[config.mk]
export PLATFORM = sky130hd
export DESIGN_NAME = float_accum_stream
export DESIGN_NICKNAME = d
export VERILOG_FILES = /design/src/rtl/float_accum_stream.sv
export SDC_FILE = /design/constraint.sdc
export NUM_CORES = 1
export LEC_CHECK = 0
export CAP_MARGIN = 20
export CORE_MARGIN = 2
export CORE_UTILIZATION = 53
export CTS_BUF_LIST = sky130_fd_sc_hd__clkbuf_8
export CTS_CLUSTER_SIZE = 16
export DETAILED_ROUTE_END_ITERATION = 8
export GPL_ROUTABILITY_DRIVEN = 0
export PLACE_DENSITY = 0.85
export SYNTH_ARGS = -nofsm -noshare
export SYNTH_HDL_FRONTEND = slang
export SYNTH_SLANG_ARGS = --single-unit
[constraint.sdc]
create_clock -name clk -period 4.7 [get_ports clk]
set_input_delay 0.47 -clock clk [delete_from_list [all_inputs] [get_ports clk]]
set_output_delay 0.47 -clock clk [all_outputs]
set_load 0.005 [all_outputs]
[src/rtl/float_accum_stream.sv]
// rtl/float_accum_stream.sv - streaming frame accumulator for the unsigned mini-float format
// Sums one float per accepted beat; reports total, beat count and sticky saturation per frame.
module float_accum_stream #(
  parameter int EXP_W = 3,
  parameter int MAN_W = 5,
  parameter int CNT_W = 8
) (
  input  logic                   clk,
  input  logic                   reset,
  input  logic                   in_valid,
  output logic                   in_ready,
  input  logic [EXP_W+MAN_W-1:0] in_data,
  input  logic                   in_last,
  output logic                   out_valid,
  input  logic                   out_ready,
  output logic [EXP_W+MAN_W-1:0] out_data,
  output logic [CNT_W-1:0]       out_count,
  output logic                   out_sat
);

  localparam int W = EXP_W + MAN_W;
  localparam logic [CNT_W-1:0] CNT_ONE = {{(CNT_W-1){1'b0}}, 1'b1};
  localparam logic [CNT_W-1:0] CNT_MAX = {CNT_W{1'b1}};

  typedef enum logic [1:0] {IDLE, ACCUM, DONE} state_t;

  state_t           state, state_next;
  logic [W-1:0]     acc;
  logic [CNT_W-1:0] count;
  logic             sat;
  logic             accept;
  logic             out_fire;

  logic [EXP_W-1:0] a_exp, b_exp, big_exp, small_exp, diff;
  logic [MAN_W-1:0] a_man, b_man, big_man, small_man, shifted;
  logic [MAN_W:0]   sum;
  logic [W-1:0]     add_res;
  logic             add_sat;

  // acc is zero in IDLE, so add(acc, in_data) also covers the first beat of a frame.
  always_comb begin
    a_exp     = acc[W-1:MAN_W];
    a_man     = acc[MAN_W-1:0];
    b_exp     = in_data[W-1:MAN_W];
    b_man     = in_data[MAN_W-1:0];
    big_exp   = a_exp;
    big_man   = a_man;
    small_exp = b_exp;
    small_man = b_man;
    if (b_exp > a_exp) begin
      big_exp   = b_exp;
      big_man   = b_man;
      small_exp = a_exp;
      small_man = a_man;
    end
    diff    = big_exp - small_exp;
    shifted = (32'(diff) >= MAN_W) ? '0 : (small_man >> diff);
    sum     = {1'b0, big_man} + {1'b0, shifted};
    add_sat = 1'b0;
    if (!sum[MAN_W]) begin
      add_res = {big_exp, sum[MAN_W-1:0]};
    end else if (!(&big_exp)) begin
      add_res = {big_exp + 1'b1, sum[MAN_W:1]};
    end else begin
      add_res = {W{1'b1}};
      add_sat = 1'b1;
    end
  end

  always_comb begin
    state_next = state;
    in_ready   = 1'b0;
    out_valid  = 1'b0;
    case (state)
      IDLE, ACCUM: begin
        in_ready = 1'b1;
        if (in_valid) state_next = in_last ? DONE : ACCUM;
      end
      DONE: begin
        out_valid = 1'b1;
        if (out_ready) state_next = IDLE;
      end
      default: state_next = IDLE;
    endcase
  end

  assign accept   = in_valid && in_ready;
  assign out_fire = out_valid && out_ready;

  always_ff @(posedge clk) begin
    if (reset) begin
      state <= IDLE;
      acc   <= '0;
      count <= '0;
      sat   <= 1'b0;
    end else begin
      state <= state_next;
      if (accept) begin
        acc <= add_res;
        if (state == IDLE) begin
          count <= CNT_ONE;
          sat   <= add_sat;
        end else begin
          count <= (count == CNT_MAX) ? count : count + CNT_ONE;
          sat   <= sat | add_sat;
        end
      end else if (out_fire) begin
        acc   <= '0;
        count <= '0;
        sat   <= 1'b0;
      end
    end
  end

  // Accumulator registers are frozen in DONE, so they serve directly as the result.
  assign out_data  = acc;
  assign out_count = count;
  assign out_sat   = sat;

endmodule

==> flow_metrics.env <==
export IMPL_status="finished, violations left"
export IMPL_violations="design-rule violations"
export IMPL_tightest_slew_ps=643
export IMPL_async_flop_share=0
export IMPL_crit_cells=23
export IMPL_die_height_um=58.7
export IMPL_dp_hpwl_um=3030
export IMPL_fin_ws_ps=265
export IMPL_ff2ff_path_depth=23
export IMPL_setup_viol=0
export IMPL_critPathArrivalTime_ps=4620
export IMPL_yosysMostFrequentCell="nand2_1"
export IMPL_maxSlewHeadroom=0.571
export IMPL_ant_nets=0
export IMPL_core_area_um2=2810
export IMPL_path_common_cell="a21oi_1"
export IMPL_finalInstanceArea_um2=1970
export IMPL_syn_instance_count=183
export IMPL_clockBufferDepth=2
export IMPL_ctsHoldBuffers=0
export IMPL_final_util=0.703
export IMPL_syn2layout_area_growth_pct=24.4
export IMPL_critPathCaptureType="register"
export IMPL_vdd_drop_max_v=0.000247
export IMPL_yosysSeqAreaShare=0.240
export IMPL_power_density_nw_per_um2=308
export IMPL_hold_depth=2
export IMPL_die_area_um2=3440
export IMPL_total_power_mw=0.608
export IMPL_cpLargestDelayFamily="adder cells"
export IMPL_p_leak_nw=0.783
export IMPL_crit_chain="clkdlybuf4s50_1 > ha_1 > and2b_2 > o22a_4 > nand2_4 > nand2_1 > nor2_1 > a21oi_1 > ha_1 > nor4_1 > a21oi_1 > buf_4 > o311ai_4 > nand2_2 > mux2i_1 > o2bb2ai_1 > ha_1 > fa_1 > a21o_1 > a21oi_1 > xnor2_1 > o21ai_0 > a21oi_1"
export IMPL_drive_gt1_frac=0.142
export IMPL_drv_cap=0
export IMPL_ys_top_cells_by_area="dfxtp_1 (24%), ha_1 (8.7%), nand2_1 (5.4%), a21oi_1 (4.4%), mux2_2 (4.3%)"
export IMPL_synth_edf_count=0
export IMPL_wl_um=3830
export IMPL_diodes=0
export IMPL_synth_top_cells_by_count="nand2_1 (23), dfxtp_1 (19), nor2_1 (15)"
export IMPL_row_count=19
export IMPL_ctsHtreeMaxLevel=1
export IMPL_rsz0062_at_grt="no"
export IMPL_ys_ff_latch=19
export IMPL_skew_ps=3.09
export IMPL_drt_iter0_markers=80
export IMPL_syn_avg_cell_area_um2=8.66
export IMPL_critPathKind="in -> reg"
export IMPL_root_buffer="clkbuf_8"
export IMPL_syn_num_nets=208
export IMPL_hold_viol=0
export IMPL_syn_area_um2=1590
export IMPL_ios=32
export IMPL_yosys_area_top_type="dfxtp_1"
export IMPL_nets=244
export IMPL_worstPathRequired_ps=4880
export IMPL_start_util=0.565
export IMPL_cp_slowest_cell="clkdlybuf4s50_1"
export IMPL_drtPass1Iterations=6
export IMPL_vias=1511
export IMPL_synth_top_area_frac=0.240
export IMPL_max_stage_delay_ps=480
export IMPL_layoutNonFillerInstCount=249
export IMPL_timing_final_crit_period_ps=4430
export IMPL_fillCellCount=240
export IMPL_antenna_found_initial=0
export IMPL_overflow=0
export IMPL_dpl_worst_slack_ps=-85.3
export IMPL_slew_violations=0
export IMPL_grt_pass1_wl_um=6440
export IMPL_period_share=0.944
export IMPL_ys_flop_type="dfxtp_1"
export IMPL_routedWlPerCell_um=15.4
export IMPL_hold_path_class="reg -> reg"
export IMPL_io_buffers=31
export IMPL_critPathBufInv=2
export IMPL_synth_warnings=0
export IMPL_yosysUniqueCellTypes=56
export IMPL_numCtsBuffers=3
export IMPL_path_clk_slew_ps=70
export IMPL_timing_fmax_mhz=225
export IMPL_grt_pass1_vias=1506
export IMPL_cts_sinks=19
export IMPL_drc=1
export IMPL_die_w_um=58.7
export IMPL_critPathLaunchType="primary input"
export IMPL_cp_max_fo=5
export IMPL_grt_max_degree=12
export IMPL_viasPerCell=6.07
export IMPL_tritoncts="done"
export IMPL_placed_area_um2=1920
export IMPL_insertion_delay_ps=260
export IMPL_place_inst=244
export IMPL_track_usage=0.236
-- final timing paths --
check                                  from  slack [ps]           to
worst max-delay path             in_data[6]         270  out_data[4]
worst min register to register  out_data[0]         480  out_data[0]
worst min-delay path            out_data[0]         480  out_data[0]
worst max register to register  out_data[6]         350  out_data[4]
-- per-stage QoR --
stage,hold WS [ps],setup TNS [ps]
after floorplan,456,0
after global placement,459,0
after detailed placement,472,-277
after CTS,485,0
after global routing,529,0
final,476,0
-- repair_timing --
| item | CTS | global route |
|---|---|---|
| resized for setup | 0 | 1 |
| endpoints found under the setup margin | 0 | 8 |
| buffers inserted | 0 | 1 |
-- sequential cells by signal, summed over array words and instances (netlist names) --
register,count
out_count,8
state,2
out_data,8
out_sat,1
-- cells by family after synthesis --
family / count (synthesis) / share of synthesized area
DFF: 19 / 0.240
AOI/OAI and AO/OA: 54 / 0.249
muxes: 13 / 0.123
and+or+nand+nor: 64 / 0.199
xor gates and xnor gates: 7 / 0.0387
buffers and inverters: 14 / 0.0513
adders and majority gates: 12 / 0.0994
-- worst min-delay path, cell delays in order (launching register included) --
cell	delay [ps]
dfxtp_1	330
nand2_1	60
nand2_1	40
-- area by class of cell --
class	count	area, um^2	area share
multi-input combinational	150	1120	0.570
clock buffer	3	41.3	0.0209
sequential	19	380	0.193
timing repair buffer	36	348	0.176
tap	31	38.8	0.0197
clock inverter	1	5.00	0.00254
inverter	9	33.8	0.0171
-- layout by cell type (no fill, tap or decap), types with 4 or more instances in the layout --
cell type and count:
xnor2_1 4, clkdlybuf4s50_1 31, nand3_1 5, o221ai_1 5
nand2_1 23, buf_4 5, nor2_1 15, dfxtp_1 19
a21oi_1 14, o21ai_0 11, ha_1 11, inv_1 9
mux2_2 6
-- report_power, final --
part | internal (mW) | switching [mW]
sequential | 0.176 | 0.0200
clock | 0.0589 | 0.0543
combinational | 0.152 | 0.147
total | 0.387 | 0.221
-- routing by layer --
layer  track usage  wire [um]  vias to the layer above
met1         0.298       1710                      724
met4        0.0844         67                        0
met3        0.0132        117                        8
li1              -          -                      749
met5             0          0                        -
met2         0.424       1930                       30
Note: power is estimated with default switching activity, not from simulation.
==> edit 1: new RTL, same settings <==
`MAN_W`: 5 -> 6.
--- a/src/rtl/float_accum_stream.sv
+++ b/src/rtl/float_accum_stream.sv
@@ -4,3 +4,3 @@
   parameter int EXP_W = 3,
-  parameter int MAN_W = 5,
+  parameter int MAN_W = 6,
   parameter int CNT_W = 8
Interface: changed (resized in_data and out_data); port bits go from 32 to 34. The function was not compared with the original's and may differ.
==> edit 1 against the original RTL <==
Combinational power up 36%. Synthesized area up 8.9%. Power up 30%. Critical path depth down 3. Routed wire length up 7.2%. Register-to-register slack better by 0.21 ns. Worst setup slack better by 0.087 ns. Sequential cell count up 1. Design area up 11%. Largest cell class unchanged. Largest power group unchanged.
==> edit 1: results (changes against the original RTL) <==
STATUS='finished clean'
END_OF_THE_WORST_HOLD_PATH='out_sat$_SDFFE_PP0P_'
CRIT_PATH_MAX_FANOUT=6  # +1
DETAILED_PLACE.AREA_UM2=2100  # +9.5%
WL_PER_CELL_UM=14.3  # -6.6%
NFILLCELLS=258  # +7.5%
R2R-END='out_data[7]$_SDFFE_PP0P_'
WORST_PATH_LARGEST_CELL_DELAY_NS=0.43  # -0.05 ns
SYNTH-SEQ-AREA-SHARE_PCT=23.2  # -0.81 points
SYNTH_TOP_CELLS_BY_AREA='sky130_fd_sc_hd__dfxtp_1 23%, sky130_fd_sc_hd__ha_1 8.7%, sky130_fd_sc_hd__mux2i_1 8.1%'
FIRST_GLOBAL_VIAS=1518  # +0.80%
WORST_IR_DROP_VDD_mV=0.203  # -18%
GRT_FIRST_PASS_WIRELENGTH_MM=6.67  # +3.7%
BUFFER_PORTS.INSERTED=33  # +6.5%
CLOCK_TREE.ROOT_CELL='sky130_fd_sc_hd__clkbuf_8'
ARRIVAL_NS=4.51  # -0.11 ns
YOSYSUNIQUECELLTYPES=51  # -8.9%
REG2REG_SETUP_SLACK_NS=0.56  # +0.21 ns
GLOBAL_ROUTE.USAGE.TOTAL_PCT=23.5  # -0.047 points
LARGEST_REGISTER_FF_COUNT=9
TIMING.REG2REG.WORST_PATH_DEPTH=20  # -13%
MAXIMUM_NUMBER_OF_PINS_ON_ONE_NET_BEFORE_GLOBAL_ROUTE_REPAIR=13  # +1
LEAKAGEPOWER_nW=0.886  # +13%
COMMONEST_CELLS_IN_THE_NETLIST='23 x sky130_fd_sc_hd__nor2_1, 20 x sky130_fd_sc_hd__dfxtp_1, 14 x sky130_fd_sc_hd__mux2i_1, 14 x sky130_fd_sc_hd__o21ai_0'
REGTOREGSTARTPOINT='out_data[8]$_SDFFE_PP0P_'
ROUTE.DETAILED.VIAS_PER_INST=5.86  # -3.4%
MIN-DELAY-START='out_sat$_SDFFE_PP0P_'
SLEW-LIMIT-HEADROOM_PCT=53.7  # -3.4 points
NETS=270  # +11%
1ST_ITER_DRT_VIOLS=70  # -13%
POST_ROUTE_CELLS_DRIVE_ABOVE_1_SHARE_PCT=10.3  # -3.9 points
CLOCK_TREE.BUFFER_DEPTH=2  # unchanged
WORSTSETUPSTARTPOINT='in_data[8]'
DR.PASS1.ITERS=4  # -2
HOLD_WS_NS=0.475  # -0.000362 ns
SYNTH_FP_NETS=234  # +13%
POSTSYNTH.ASYNCRESETSHARE_PCT=0  # unchanged
TIMING.CLOCK.SKEW_NS=0.000783  # -0.00230 ns
P_SW_SHARE_PCT=36.1  # -0.24 points
DETAILEDPLACEMENTHPWL_MM=3.19  # +5.1%
==> edit 1: worst max-delay path: cells and delay by family <==
family          cells  cell delay, ns
simple gates        5            0.74
fa+ha+maj           4            1.05
compound gates      7            1.34
mux                 1            0.22
buf+inv             2            0.51
xor+xnor            1            0.18
==> edit 1: per-stage QoR <==
stage          utilization (%)  worst slack (ns)  instances  setup TNS (ns)
2_1_floorplan                -             0.394        207               0
3_3_place_gp              68.2           0.00163        281               0
3_5_place_dp              68.2            -0.151        281          -0.674
4_1_cts                   70.5             0.104        285               0
5_1_grt                   71.1            0.0351        286               0
6_report                  71.1             0.352        286               0
==> edit 1: what timing repair did <==
item / CTS / global route
buffers inserted: 0 / 1
endpoints found under the setup margin: 0 / 7
resized for setup: 0 / 3
==> edit 1: area by class of cell <==
type | count | area [µm²] | area share (%)
multi-input combinational | 169 | 1250 | 57.2
sequential | 20 | 400 | 18.3
timing repair buffer | 38 | 368 | 16.8
tap | 44 | 55.1 | 2.52
clock buffer | 3 | 41.3 | 1.89
inverter | 11 | 41.3 | 1.89
clock inverter | 1 | 30.0 | 1.37
==> edit 1: cell families after synthesis <==
logic type / Yosys count / share of synthesized area, %
simple gates: 71 / 20.9
compound gates: 56 / 22.2
mux: 22 / 15.1
flops: 20 / 23.2
buf+inv: 18 / 4.86
fa+ha+maj: 13 / 9.85
xor+xnor: 7 / 3.99
==> edit 1: worst max path at each step <==
stage	endpoint	depth (start not counted)
2_1_floorplan	out_data[3]$_SDFFE_PP0P_	20
3_3_place_gp	out_data[7]$_SDFFE_PP0P_	20
3_5_place_dp	out_data[3]$_SDFFE_PP0P_	20
4_1_cts	out_data[3]$_SDFFE_PP0P_	20
5_1_grt	out_data[5]$_SDFFE_PP0P_	20
6_report	out_data[7]$_SDFFE_PP0P_	20
==> edit 1: metal layers <==
layer  global-route usage, %  vias up  wire length [µm]
met5                       0        -                 0
met4                    7.76        0                71
met3                    3.36        9               168
met2                    41.3       46              1930
met1                    29.5      781              1940
li1                        -      840                 -
==> edit 1: power by group through the flow <==
stage	Sequential, W	Clock, W	Combinational [W]
after detailed placement	0.000216	0	0.000394
final	0.000212	0.000173	0.000407
after global routing	0.000215	0.000184	0.000445
after CTS	0.000212	0.000176	0.000397
after global placement	0.000215	0	0.000383
after floorplan	0.000210	0	0.000282
==> edit 2: new RTL, same flow settings <==
Without the edit above. Register the output `out_count` once more; this adds one clock of latency there. The other outputs are not delayed to match.
--- a/src/rtl/float_accum_stream.sv
+++ b/src/rtl/float_accum_stream.sv
@@ -116,3 +116,5 @@
   assign out_data  = acc;
-  assign out_count = count;
+  always_ff @(posedge clk) begin
+    out_count <= count;
+  end
   assign out_sat   = sat;
Formal check against the unedited RTL: not equivalent (a bounded check fails within 4 cycles, from zero or initial values and one cycle with reset high).
==> edit 2 against the original RTL <==
Sequential share of layout area increased by 5.2 points. Synthesized area is 8.2% higher. Sequential cell count increased by 8. Design area rose by 12%. Largest cell class unchanged. Critical endpoint unchanged. Routed wire length is 2.0% lower. Worst setup slack worse by 0.060 ns. Critical path depth fell by 2. Power up 13%. Via count increased by 7.6%. Non-clock buffer count up 8. Count of clock-buffer cells in the layout did not move. First-iteration DRC count grew 57%. Die area rose by 7.6%.
==> edit 2: results (changes against the original RTL) <==
SLEW-LIMIT-HEADROOM_PCT=52.1  # -4.9 points
UTILIZATION_AFTER_LAYOUT_PCT=71.6  # +1.3 points
FIRST_GLOBAL_VIAS=1462  # -2.9%
GLOBAL_ROUTE.USAGE.TOTAL_PCT=21.9  # -1.6 points
DRT_WIRELENGTH_MM=3.75  # -2.0%
TIMING.CLOCK.SKEW_NS=0.00788  # +0.00479 ns
CRIT_PATH_MAX_FANOUT=3  # -2
NFILLCELLS=251  # +4.6%
FINALCRITPERIODSHARE_PCT=95.6  # +1.3 points
MIN-DELAY-START='count[6]$_SDFFE_PP0P_'
HOLD_WS_NS=0.379  # -0.0966 ns
WORST_IR_DROP_VDD_mV=0.223  # -9.4%
POST_ROUTE_CELLS_DRIVE_ABOVE_1_SHARE_PCT=14.6  # +0.42 points
CLKSLEWWORSTSETUPHOLDPATHS_NS=0.09  # +0.02 ns
REG2REG_SETUP_SLACK_NS=0.33  # -0.02 ns
CLOCKPOWERSHARE_PCT=18.3  # -0.3 points
FINAL_CELLS=283  # +14%
P_TOTAL_W=0.000684  # +13%
DP_WORST_SETUP_SLACK_NS=-0.121  # -0.0357 ns
DETAILEDPLACEMENTHPWL_MM=2.88  # -4.9%
1ST_ITER_DRT_VIOLS=126  # +57%
STATUS='finished clean'
GRT_FIRST_PASS_WIRELENGTH_MM=6.22  # -3.3%
SYN-INSTANCE-COUNT=198  # +8.2%
SYNTH_TOP_CELLS_BY_AREA='sky130_fd_sc_hd__dfxtp_1 32%, sky130_fd_sc_hd__ha_1 8.0%, sky130_fd_sc_hd__nand2_1 5.7%'
COMMONEST_CELLS_IN_THE_NETLIST='27 x sky130_fd_sc_hd__dfxtp_1, 26 x sky130_fd_sc_hd__nand2_1, 18 x sky130_fd_sc_hd__a21oi_1, 18 x sky130_fd_sc_hd__nor2_1, 13 x sky130_fd_sc_hd__o21ai_0'
MIN_PATH_CELLS=0  # -2
MAXIMUM_NUMBER_OF_PINS_ON_ONE_NET_BEFORE_GLOBAL_ROUTE_REPAIR=17  # +5
WORST_PATH_LARGEST_CELL_DELAY_NS=0.43  # -0.05 ns
SYNTH-SEQ-AREA-SHARE_PCT=31.5  # +7.5 points
ROUTE.DETAILED.VIAS_PER_INST=5.75  # -5.3%
TIMING.REG2REG.WORST_PATH_DEPTH=21  # -8.7%
SYNTH_FP_NETS=223  # +7.2%
ARRIVAL_NS=4.68  # +0.06 ns
DR.PASS1.ITERS=4  # -2
LEAKAGEPOWER_nW=0.913  # +17%
DETAILED_PLACE.AREA_UM2=2140  # +12%
END_OF_THE_WORST_HOLD_PATH='out_count[6]$_DFF_P_'
[edit 2: area by class of cell]
type | count | share of cell area, %
multi-input combinational | 157 | 51.2
timing repair buffer | 44 | 18.5
tap | 44 | 2.50
clock buffer | 3 | 1.87
inverter | 7 | 1.19
sequential | 27 | 24.5
clock inverter | 1 | 0.170
[edit 2: cell families (layout without fill, tap and decap cells)]
family	Yosys count	after routing	share of synthesized area [%]
AO/OA/AOI/OAI	55	55	21.5
AND/OR/NAND/NOR	73	73	20.9
buffers and inverters	14	55	3.28
flip-flops	27	27	31.5
XOR/XNOR	3	3	1.53
multiplexers	14	14	12.1
adder cells (fa/ha/maj)	12	12	9.19
[edit 2: timing repair]
action                                  in CTS  in global routing
buffers inserted                             0                  1
resized for setup                            0                  5
endpoints found under the setup margin       0                  7
[edit 2: routing by layer]
layer	GRT usage (%)	wire [µm]
met5	0	0
met4	4.97	23
met3	2.35	155
met2	39.8	1830
met1	27.9	1740
